===== config.mk =====
export PLATFORM = sky130hd
export DESIGN_NAME = speaker_scheduler
export DESIGN_NICKNAME = d
export VERILOG_FILES = /design/src/rtl/spk_pkg.sv /design/src/rtl/spk_beat_timer.sv /design/src/rtl/speaker_scheduler.sv
export SDC_FILE = /design/constraint.sdc
export NUM_CORES = 1
export LEC_CHECK = 0
export CAP_MARGIN = 40
export CORE_ASPECT_RATIO = 1.5
export CORE_MARGIN = 5
export CORE_UTILIZATION = 52
export DETAILED_ROUTE_END_ITERATION = 10
export PLACE_DENSITY_LB_ADDON = 0.3
export SYNTH_ARGS = -nofsm -noshare
export SYNTH_HDL_FRONTEND = slang
export SYNTH_SLANG_ARGS = --single-unit

===== constraint.sdc =====
create_clock -name clk -period 4.49 [get_ports clk]
set_input_delay 1.347 -clock clk [delete_from_list [all_inputs] [get_ports clk]]
set_output_delay 1.347 -clock clk [all_outputs]
set_load 0.005 [all_outputs]

===== src/rtl/spk_pkg.sv =====
// Shared types and reset values for the speaker scheduler: FSM state
// encoding plus a width helper used to size counters and indices.
package spk_pkg;

    typedef enum logic [1:0] {
        ST_IDLE = 2'd0,
        ST_PLAY = 2'd1,
        ST_GAP  = 2'd2
    } spk_state_e;

    localparam spk_state_e RST_STATE = ST_IDLE;
    localparam logic       RST_BIT   = 1'b0;

    // $clog2 that never yields a zero-width vector
    function automatic int unsigned clog2_min1(input int unsigned v);
        return (v > 32'd1) ? $clog2(v) : 32'd1;
    endfunction

endpackage


===== src/rtl/spk_beat_timer.sv =====
// Free-running cycle counter with a run-time terminal count; times beats
// in PLAY and the articulation gap in GAP.
module spk_beat_timer #(
    parameter int unsigned CNT_W = 4
) (
    input  logic             clk,
    input  logic             rst_n,
    input  logic             clr_i,
    input  logic [CNT_W-1:0] term_i,
    output logic             tick_o
);

    logic [CNT_W-1:0] cnt_q;

    assign tick_o = (cnt_q == term_i);

    // Count up, wrapping to zero on the terminal count or on clear
    always_ff @(posedge clk or negedge rst_n) begin
        if (!rst_n) begin
            cnt_q <= {CNT_W{1'b0}};
        end else if (clr_i || tick_o) begin
            cnt_q <= {CNT_W{1'b0}};
        end else begin
            cnt_q <= cnt_q + {{(CNT_W-1){1'b0}}, 1'b1};
        end
    end

endmodule


===== src/rtl/speaker_scheduler.sv =====
// Fixed-priority sharing of one tone generator among N_REQ note requesters.
// Define SPK_PREEMPT_EN to let a higher-priority request abort the current note.
module speaker_scheduler
    import spk_pkg::*;
#(
    parameter int unsigned N_REQ    = 3,
    parameter int unsigned DIV_W    = 20,
    parameter int unsigned DUR_W    = 4,
    parameter int unsigned BEAT_CYC = 12500000,
    parameter int unsigned GAP_CYC  = 1000000
) (
    input  logic                          clk,
    input  logic                          rst_n,
    input  logic [N_REQ-1:0]              req,
    input  logic [N_REQ*DIV_W-1:0]        note_div,
    input  logic [N_REQ*DUR_W-1:0]        dur,
    input  logic                          flush,
    output logic [N_REQ-1:0]              ack,
    output logic [N_REQ-1:0]              done,
    output logic [DIV_W-1:0]              tone_div,
    output logic                          tone_en,
    output logic                          busy,
    output logic [clog2_min1(N_REQ)-1:0]  grant_id
);

    localparam int unsigned GID_W = clog2_min1(N_REQ);
    localparam int unsigned MAX_C = (BEAT_CYC > GAP_CYC) ? BEAT_CYC : GAP_CYC;
    localparam int unsigned TW    = clog2_min1(MAX_C);
    localparam logic [TW-1:0] BEAT_TERM = TW'(BEAT_CYC - 32'd1);
    localparam logic [TW-1:0] GAP_TERM  = TW'((GAP_CYC > 32'd0) ? (GAP_CYC - 32'd1) : 32'd0);
    localparam logic [DUR_W-1:0] DUR_ONE = {{(DUR_W-1){1'b0}}, 1'b1};

    spk_state_e        state_q, state_d;
    logic [DIV_W-1:0]  div_q, div_d;
    logic [DUR_W-1:0]  rem_q, rem_d;
    logic [GID_W-1:0]  gid_q, gid_d;
    logic [N_REQ-1:0]  ack_q, ack_d, done_q, done_d;
    logic [DIV_W-1:0]  tone_div_q, tone_div_d;
    logic              tone_en_q, tone_en_d, busy_q, busy_d;
    logic              sel_vld_s, preempt_s, restart_s, clr_s, tick_s;
    logic [GID_W-1:0]  sel_idx_s;
    logic [DIV_W-1:0]  sel_div_s;
    logic [DUR_W-1:0]  sel_dur_s, raw_dur_s;
    logic [TW-1:0]     term_s;

    // Lowest set request index wins; its note is what would be latched
    always_comb begin
        sel_vld_s = |req;
        sel_idx_s = {GID_W{1'b0}};
        for (int i = N_REQ - 1; i >= 0; i--) begin
            sel_idx_s = req[i] ? GID_W'(i) : sel_idx_s;
        end
        sel_div_s = note_div[int'(sel_idx_s)*DIV_W +: DIV_W];
        raw_dur_s = dur[int'(sel_idx_s)*DUR_W +: DUR_W];
        sel_dur_s = (raw_dur_s == {DUR_W{1'b0}}) ? DUR_ONE : raw_dur_s;
`ifdef SPK_PREEMPT_EN
        preempt_s = sel_vld_s && (state_q != ST_IDLE) && (sel_idx_s < gid_q);
`else
        preempt_s = 1'b0;
`endif
    end

    // Next-state, note latching and registered-output values
    always_comb begin
        state_d   = state_q;
        div_d     = div_q;
        rem_d     = rem_q;
        gid_d     = gid_q;
        ack_d     = {N_REQ{1'b0}};
        done_d    = {N_REQ{1'b0}};
        restart_s = 1'b0;
        case (state_q)
            ST_IDLE: begin
                if (sel_vld_s) begin
                    state_d          = ST_PLAY;
                    div_d            = sel_div_s;
                    rem_d            = sel_dur_s;
                    gid_d            = sel_idx_s;
                    ack_d[sel_idx_s] = 1'b1;
                end else begin
                    state_d = ST_IDLE;
                end
            end
            ST_PLAY: begin
                if (tick_s && (rem_q == DUR_ONE)) begin
                    done_d[gid_q] = 1'b1;
                    state_d       = (GAP_CYC > 32'd0) ? ST_GAP : ST_IDLE;
                end else if (tick_s) begin
                    rem_d = rem_q - DUR_ONE;
                end else begin
                    rem_d = rem_q;
                end
            end
            ST_GAP: begin
                if (tick_s) begin
                    state_d = ST_IDLE;
                end else begin
                    state_d = ST_GAP;
                end
            end
            default: begin
                state_d = ST_IDLE;
            end
        endcase
        // Flush beats everything, including a same-cycle selection
        if (flush) begin
            state_d = ST_IDLE;
            div_d   = div_q;
            rem_d   = rem_q;
            gid_d   = gid_q;
            ack_d   = {N_REQ{1'b0}};
            done_d  = {N_REQ{1'b0}};
        end else if (preempt_s) begin
            state_d          = ST_PLAY;
            div_d            = sel_div_s;
            rem_d            = sel_dur_s;
            gid_d            = sel_idx_s;
            ack_d            = {N_REQ{1'b0}};
            ack_d[sel_idx_s] = 1'b1;
            done_d           = {N_REQ{1'b0}};
            restart_s        = 1'b1;
        end else begin
            restart_s = 1'b0;
        end
        tone_div_d = (state_d == ST_PLAY) ? div_d : {DIV_W{1'b0}};
        tone_en_d  = (state_d == ST_PLAY) && (div_d != {DIV_W{1'b0}});
        busy_d     = (state_d != ST_IDLE);
    end

    assign clr_s  = (state_q == ST_IDLE) || (state_d != state_q) || restart_s;
    assign term_s = (state_q == ST_GAP) ? GAP_TERM : BEAT_TERM;

    spk_beat_timer #(.CNT_W(TW)) u_timer (
        .clk    (clk),
        .rst_n  (rst_n),
        .clr_i  (clr_s),
        .term_i (term_s),
        .tick_o (tick_s)
    );

    // State, latched note and output registers
    always_ff @(posedge clk or negedge rst_n) begin
        if (!rst_n) begin
            state_q    <= RST_STATE;
            div_q      <= {DIV_W{1'b0}};
            rem_q      <= {DUR_W{1'b0}};
            gid_q      <= {GID_W{1'b0}};
            ack_q      <= {N_REQ{1'b0}};
            done_q     <= {N_REQ{1'b0}};
            tone_div_q <= {DIV_W{1'b0}};
            tone_en_q  <= RST_BIT;
            busy_q     <= RST_BIT;
        end else begin
            state_q    <= state_d;
            div_q      <= div_d;
            rem_q      <= rem_d;
            gid_q      <= gid_d;
            ack_q      <= ack_d;
            done_q     <= done_d;
            tone_div_q <= tone_div_d;
            tone_en_q  <= tone_en_d;
            busy_q     <= busy_d;
        end
    end

    assign ack      = ack_q;
    assign done     = done_q;
    assign tone_div = tone_div_q;
    assign tone_en  = tone_en_q;
    assign busy     = busy_q;
    assign grant_id = gid_q;

endmodule


## Word level (Yosys, flattened, before mapping)

Cells that the tools add are included.

- Flip-flop bits (word level): 80
- Input port bits: 78

- Add/subtract/negate cells: 2
- Multipliers: 1
- $lt $le $gt $ge: 4
- Equality and inequality tests: 9
- Shift operators: 2
- Muxes and demuxes: 29
- Bitwise operators: 1
- Reductions and logical operators: 14

Operator list:

| cell | count |
|---|---|
| $mux 20 | 4 |
| $shiftx 60x8->20 | 1 |
| $mux 24 | 2 |
| $add 24x1->24 const B | 1 |
| $eq 24x24->1 | 1 |
| $reduce_bool 20->1 | 1 |
| $mux 3 | 6 |
| $mux 4 | 4 |
| $mux 2 | 6 |
| $shiftx 12x5->4 | 1 |
| $pmux 4 s2 | 1 |
| $lt 2x3->1 const B | 2 |
| $ne 2x2->1 const B | 3 |
| $pmux 2 s3 | 1 |
| $mul 2x3->5 const B | 1 |
| $reduce_and 5->1 | 1 |
| $demux 1 s2 | 2 |
| $eq 2x1->1 const B | 2 |
| $eq 4x1->1 const B | 1 |
| $ge 2x1->1 const B | 2 |
| $logic_and 1x1->1 | 4 |
| $logic_not 4->1 | 1 |
| $reduce_bool 2->1 | 2 |
| $sub 4x1->4 const B | 1 |
| 8 further kinds | 11 |

## Longest topological paths before layout

- Word-level depth: 11
- Depth in mapped cells: 9
- Mapped depth without buffers: 7

## Hierarchy

A second synthesis with hierarchy kept.

- Cell total of the unflattened synthesis: 410
- Area, all modules: 4170.2 um^2

Modules (own cells, without submodules):

| module | instances | cells each | area each (um^2) | sequential area each (um^2) |
|---|---|---|---|---|
| speaker_scheduler | 1 | 260 | 2723.9 | 1401.3 |
| spk_beat_timer | 1 | 150 | 1446.4 | 600.6 |

## Worst setup path before layout

No wires, ideal clock.

- Path kind: input -> register
- From: input req[0]
- To: register tone_en_q, in the netlist tone_en
- Data arrival time: 2.762 ns
- Slack: 1.595 ns
- Stages: 8
- Cells stage by stage: buf_6 > buf_6 > o21bai_4 > a222oi_1 > nand4_1 > or2_0 > o31ai_1 > a31oi_1

- Longest elaborated chain between the ends: 8

RTL lines:

| item | line | text |
|---|---|---|
| from (decl) | speaker_scheduler.sv:14 | `input logic [N_REQ-1:0] req,` |
| $mux 2 | speaker_scheduler.sv:51 | `sel_idx_s = req[i] ? GID_W'(i) : sel_idx_s;` |
| $mul 2x3->5 | speaker_scheduler.sv:53 | `sel_div_s = note_div[int'(sel_idx_s)*DIV_W +: DIV_W];` |
| $shiftx 60x8->20 | speaker_scheduler.sv:53 |  |
| $mux 20 | speaker_scheduler.sv:74 | `if (sel_vld_s) begin` |
| $mux 20 | speaker_scheduler.sv:72 | `case (state_q)` |
| $mux 20 | speaker_scheduler.sv:106 | `if (flush) begin` |
| $reduce_bool 20->1 | speaker_scheduler.sv:126 | `tone_en_d = (state_d == ST_PLAY) && (div_d != {DIV_W{1'b0}});` |
| $logic_and 1x1->1 * | speaker_scheduler.sv:126 |  |
| net tone_en_d | speaker_scheduler.sv:39 | `logic tone_en_q, tone_en_d, busy_q, busy_d;` |
| to (signal assigned) | speaker_scheduler.sv:161 | `tone_en_q <= tone_en_d;` |
| to (decl) | speaker_scheduler.sv:39 |  |

The timed path passes the listed nets; every way through them passes the cells marked *.
A chain may end at the register's enable or synchronous reset.

## Worst setup path after layout

- From: input req[1]
- To: register rem_q[0]

- Longest elaborated chain between the ends: 7

RTL lines:

| item | line | text |
|---|---|---|
| $mux 2 (2 in series) | speaker_scheduler.sv:51 |  |
| $shiftx 12x5->4 | speaker_scheduler.sv:54 | `raw_dur_s = dur[int'(sel_idx_s)*DUR_W +: DUR_W];` |
| $logic_not 4->1 | speaker_scheduler.sv:55 | `sel_dur_s = (raw_dur_s == {DUR_W{1'b0}}) ? DUR_ONE : raw_dur_s;` |
| $mux 4 | speaker_scheduler.sv:55 |  |
| $mux 4 | speaker_scheduler.sv:74 |  |
| $pmux 4 s2 | speaker_scheduler.sv:72 |  |
| to (signal assigned) | speaker_scheduler.sv:146 | `rem_q <= {DUR_W{1'b0}};` |
| to (signal assigned) | speaker_scheduler.sv:156 | `rem_q <= rem_d;` |
| to (decl) | speaker_scheduler.sv:35 | `logic [DUR_W-1:0] rem_q, rem_d;` |

Several ways; a longest one is shown, not always the timed one. The select of a mux whose other input is x is not followed.

==> metrics.yaml <==
outcome:
  status: "finished clean"
placement:
  placed_area_um2: 5060
  io_buffers: 107
  dp.final_hpwl_um: 7990
  dp_slack_ns: 0.490
  dp_cells: 588
  place.gp.congestion: 0.950
global_routing:
  grt_usage: 0.235
  grt_max_degree: 42
  use_met1: 0.249
  grtUsageMet3: 0.0633
  antenna_found_initial: 0
  use_met2: 0.425
  grt.overflow.total: 0
  grt_pass1_vias: 3578
  busiest_layer: "met2"
  grt_pass1_wl_um: 16600
min_path:
  hold_depth: 1
  hold_class: "flop to flop"
timing:
  hold_viol_final: 0
  finalSetupTns_ns: 0
  rsz0062_at_grt: "no"
  slew_headroom: 0.503
  max_slew.worst_pin.slew_ns: 0.744
  fmax_ghz: 0.275
  timing.hold.ws_ns: 0.490
  period_needed_ns: 3.64
  finClkSkew_ns: 0.00646
  setup_slack_ns: 0.853
  period_share: 0.810
  slew_violations: 0
  setup_viol_count_final: 0
logic_synthesis:
  synth_edf_count: 0
  yosys.cell_types.count: 58
  syn_area_um2: 3940
  syn-num-nets: 476
  postSynth.asyncResetShare: 1.00
  ys_seq_area_frac: 0.508
  synth_area_leader_cell: "dfrtp_1"
  synth_flop_cell: "dfrtp_1"
  synth_area_per_cell_um2: 9.97
  netlist_instances: 395
  ys_seq_elements: 80
  yosysTopAreaCellShare: 0.508
  synth_area_leaders: "dfrtp_1, nor2_1, nand2_1, o221ai_1, xor2_1"
  yosysWarnings: 0
setup_path:
  criticalPathCategory: "input pin to flop"
  critPathMaxFanout: 20
  worstRegToRegCells: 5
  cp_cell_sequence: "clkdlybuf4s50_1, nor2b_1, a32oi_1, nand2_1, nor2_1, a221o_1, a311o_1"
  cp.depth: 7
  reg2reg_setup_slack_ns: 2.19
  start_kind: "input pin"
  worstPathArrival_ns: 3.85
  crit_family: "buffers and inverters"
  cpMaxStageDelayCell: "clkdlybuf4s50_1"
  end_kind: "flop"
  slowest_delay_ns: 0.91
  path_buf_inv: 1
  cp.required_ns: 4.70
drt:
  dr.pass1.iters: 5
  drt_iter0_markers: 194
  routedWlPerCell_um: 17.4
  drt-total-wl_um: 10400
  ant_nets: 0
  avgViaCountPerCell: 5.64
  vias: 3389
  drc_errors: 0
layout:
  final_cells: 601
  fill_cells: 573
  final_area_um2: 5340
  area_growth_pct: 35.4
  diodes: 0
  fin_nets: 578
  fin_util: 0.710
  drive_gt1_frac: 0.0641
pwr:
  p_seq_frac: 0.446
  p_leak_nw: 2.19
  irDropWorstVdd_uv: 206
  p_per_area_nw_per_um2: 369
  p_sw_frac: 0.263
  power_frac_clock: 0.349
  p_total_mw: 1.97
  p_int_mw: 1.45
  switchingPower_mw: 0.517
  p_comb_frac: 0.205
floorplanning:
  rows: 39
  io_pins: 108
  core_area_um2: 7510
  die_w_um: 81.1
  die_area_um2: 9450
  chipHeight_um: 117
  start_util: 0.524
clock_tree:
  cts_setup_buffers: 0
  cts_root_buffer: "clkbuf_16"
  numCtsBuffers: 9
  ctsHoldBuffers: 0
  cts.sinks: 80
  h-tree-depth: 3
  cts_resized: 0
  clock_latency_ns: 0.34
  clock_tree.buffer_depth: 2
  cts_tree: "built"
  clk_pin_slew_ns: 0.05
run:
  drv_cap: 0
layout by cell type, fill, tap and decap left out, types with 4 or more instances in the layout:
cell type	synthesis	routed
clkdlybuf4s50_1	0	106
dfrtp_1	80	80
nor2_1	44	44
nand2_1	42	42
o21ai_0	24	24
nor2b_1	18	18
o221ai_1	15	15
xor2_1	14	14
nand3_1	9	9
inv_1	9	9
xnor2_1	9	9
a21oi_1	9	9
nand4_1	9	9
clkbuf_16	0	9
nand3b_1	8	8
and3_1	8	8
or4b_1	8	8
a22oi_1	8	8
nor4_1	5	5
buf_4	2	5
nand2b_1	4	4
nor3_1	4	4
o211ai_1	4	4
cell type report:
type / instances / area, µm² / area share
Clock buffer: 9 / 225 / 0.0422
Clock inverter: 4 / 48.8 / 0.00914
Inverter: 10 / 37.5 / 0.00703
Multi-Input combinational cell: 284 / 1780 / 0.333
Sequential cell: 80 / 2000 / 0.375
Tap cell: 102 / 128 / 0.0239
Timing Repair Buffer: 112 / 1120 / 0.210
registers in the layout (all words and copies together) (netlist names):
register       cells
u_timer.cnt_q     24
div_q             20
tone_div          20
rem_q              4
ack                3
done               3
grant_id           2
state_q            2
busy               1
tone_en            1
power groups by stage:
stage	clock network [mW]	logic (mW)	registers, mW
final	0.688	0.405	0.878
after global routing	0.728	0.445	0.889
after CTS	0.700	0.409	0.877
after detailed placement	0	0.407	0.888
after global placement	0	0.393	0.886
after floorplan	0	0.194	0.878
Yosys cell counts, types with 2 or more instances:
master / instances
a21oi_2: 2
o221ai_1: 15
nor3_1: 4
xor2_1: 14
and4_1: 3
a32oi_1: 2
nand3_1: 9
and2_1: 3
nor4_1: 5
and3_1: 8
clkbuf_1: 8
o21ai_0: 24
nand2_1: 42
o211ai_1: 4
a21o_1: 2
nor2_1: 44
a22oi_1: 8
xnor2_1: 9
inv_1: 9
dfrtp_1: 80
buf_6: 4
buf_4: 2
buf_2: 5
nand3b_1: 8
a21oi_1: 9
ha_1: 3
or4b_1: 8
nor2b_1: 18
nand2b_1: 4
nor3b_1: 2
nand4_1: 9
nor2b_2: 2
worst paths after layout:
path,from,to
max,req[1],rem_q[0]$_DFFE_PN0P_
min,u_timer.cnt_q[0]$_DFF_PN0_,u_timer.cnt_q[0]$_DFF_PN0_
max reg2reg,u_timer.cnt_q[8]$_DFF_PN0_,u_timer.cnt_q[19]$_DFF_PN0_
min reg2reg,u_timer.cnt_q[0]$_DFF_PN0_,u_timer.cnt_q[0]$_DFF_PN0_
max in group asynchronous,rst_n,tone_div[13]$_DFF_PN0_
min in group asynchronous,rst_n,u_timer.cnt_q[0]$_DFF_PN0_
cell families after synthesis:
| family | Yosys count | synth area share |
|---|---|---|
| buffers and inverters | 31 | 0.0410 |
| xor gates and xnor gates | 23 | 0.0511 |
| muxes | 1 | 0.00286 |
| adders and majority gates | 3 | 0.00953 |
| AOI/OAI and AO/OA | 79 | 0.146 |
| DFF | 80 | 0.508 |
| and+or+nand+nor | 178 | 0.242 |
routing by layer:
layer / vias to the layer above / routed length [µm]
li1: 1608 / -
met3: 32 / 603
met1: 1641 / 3710
met2: 108 / 5800
met4: 0 / 333
met5: - / 0
(Power assumes the default switching activity.)
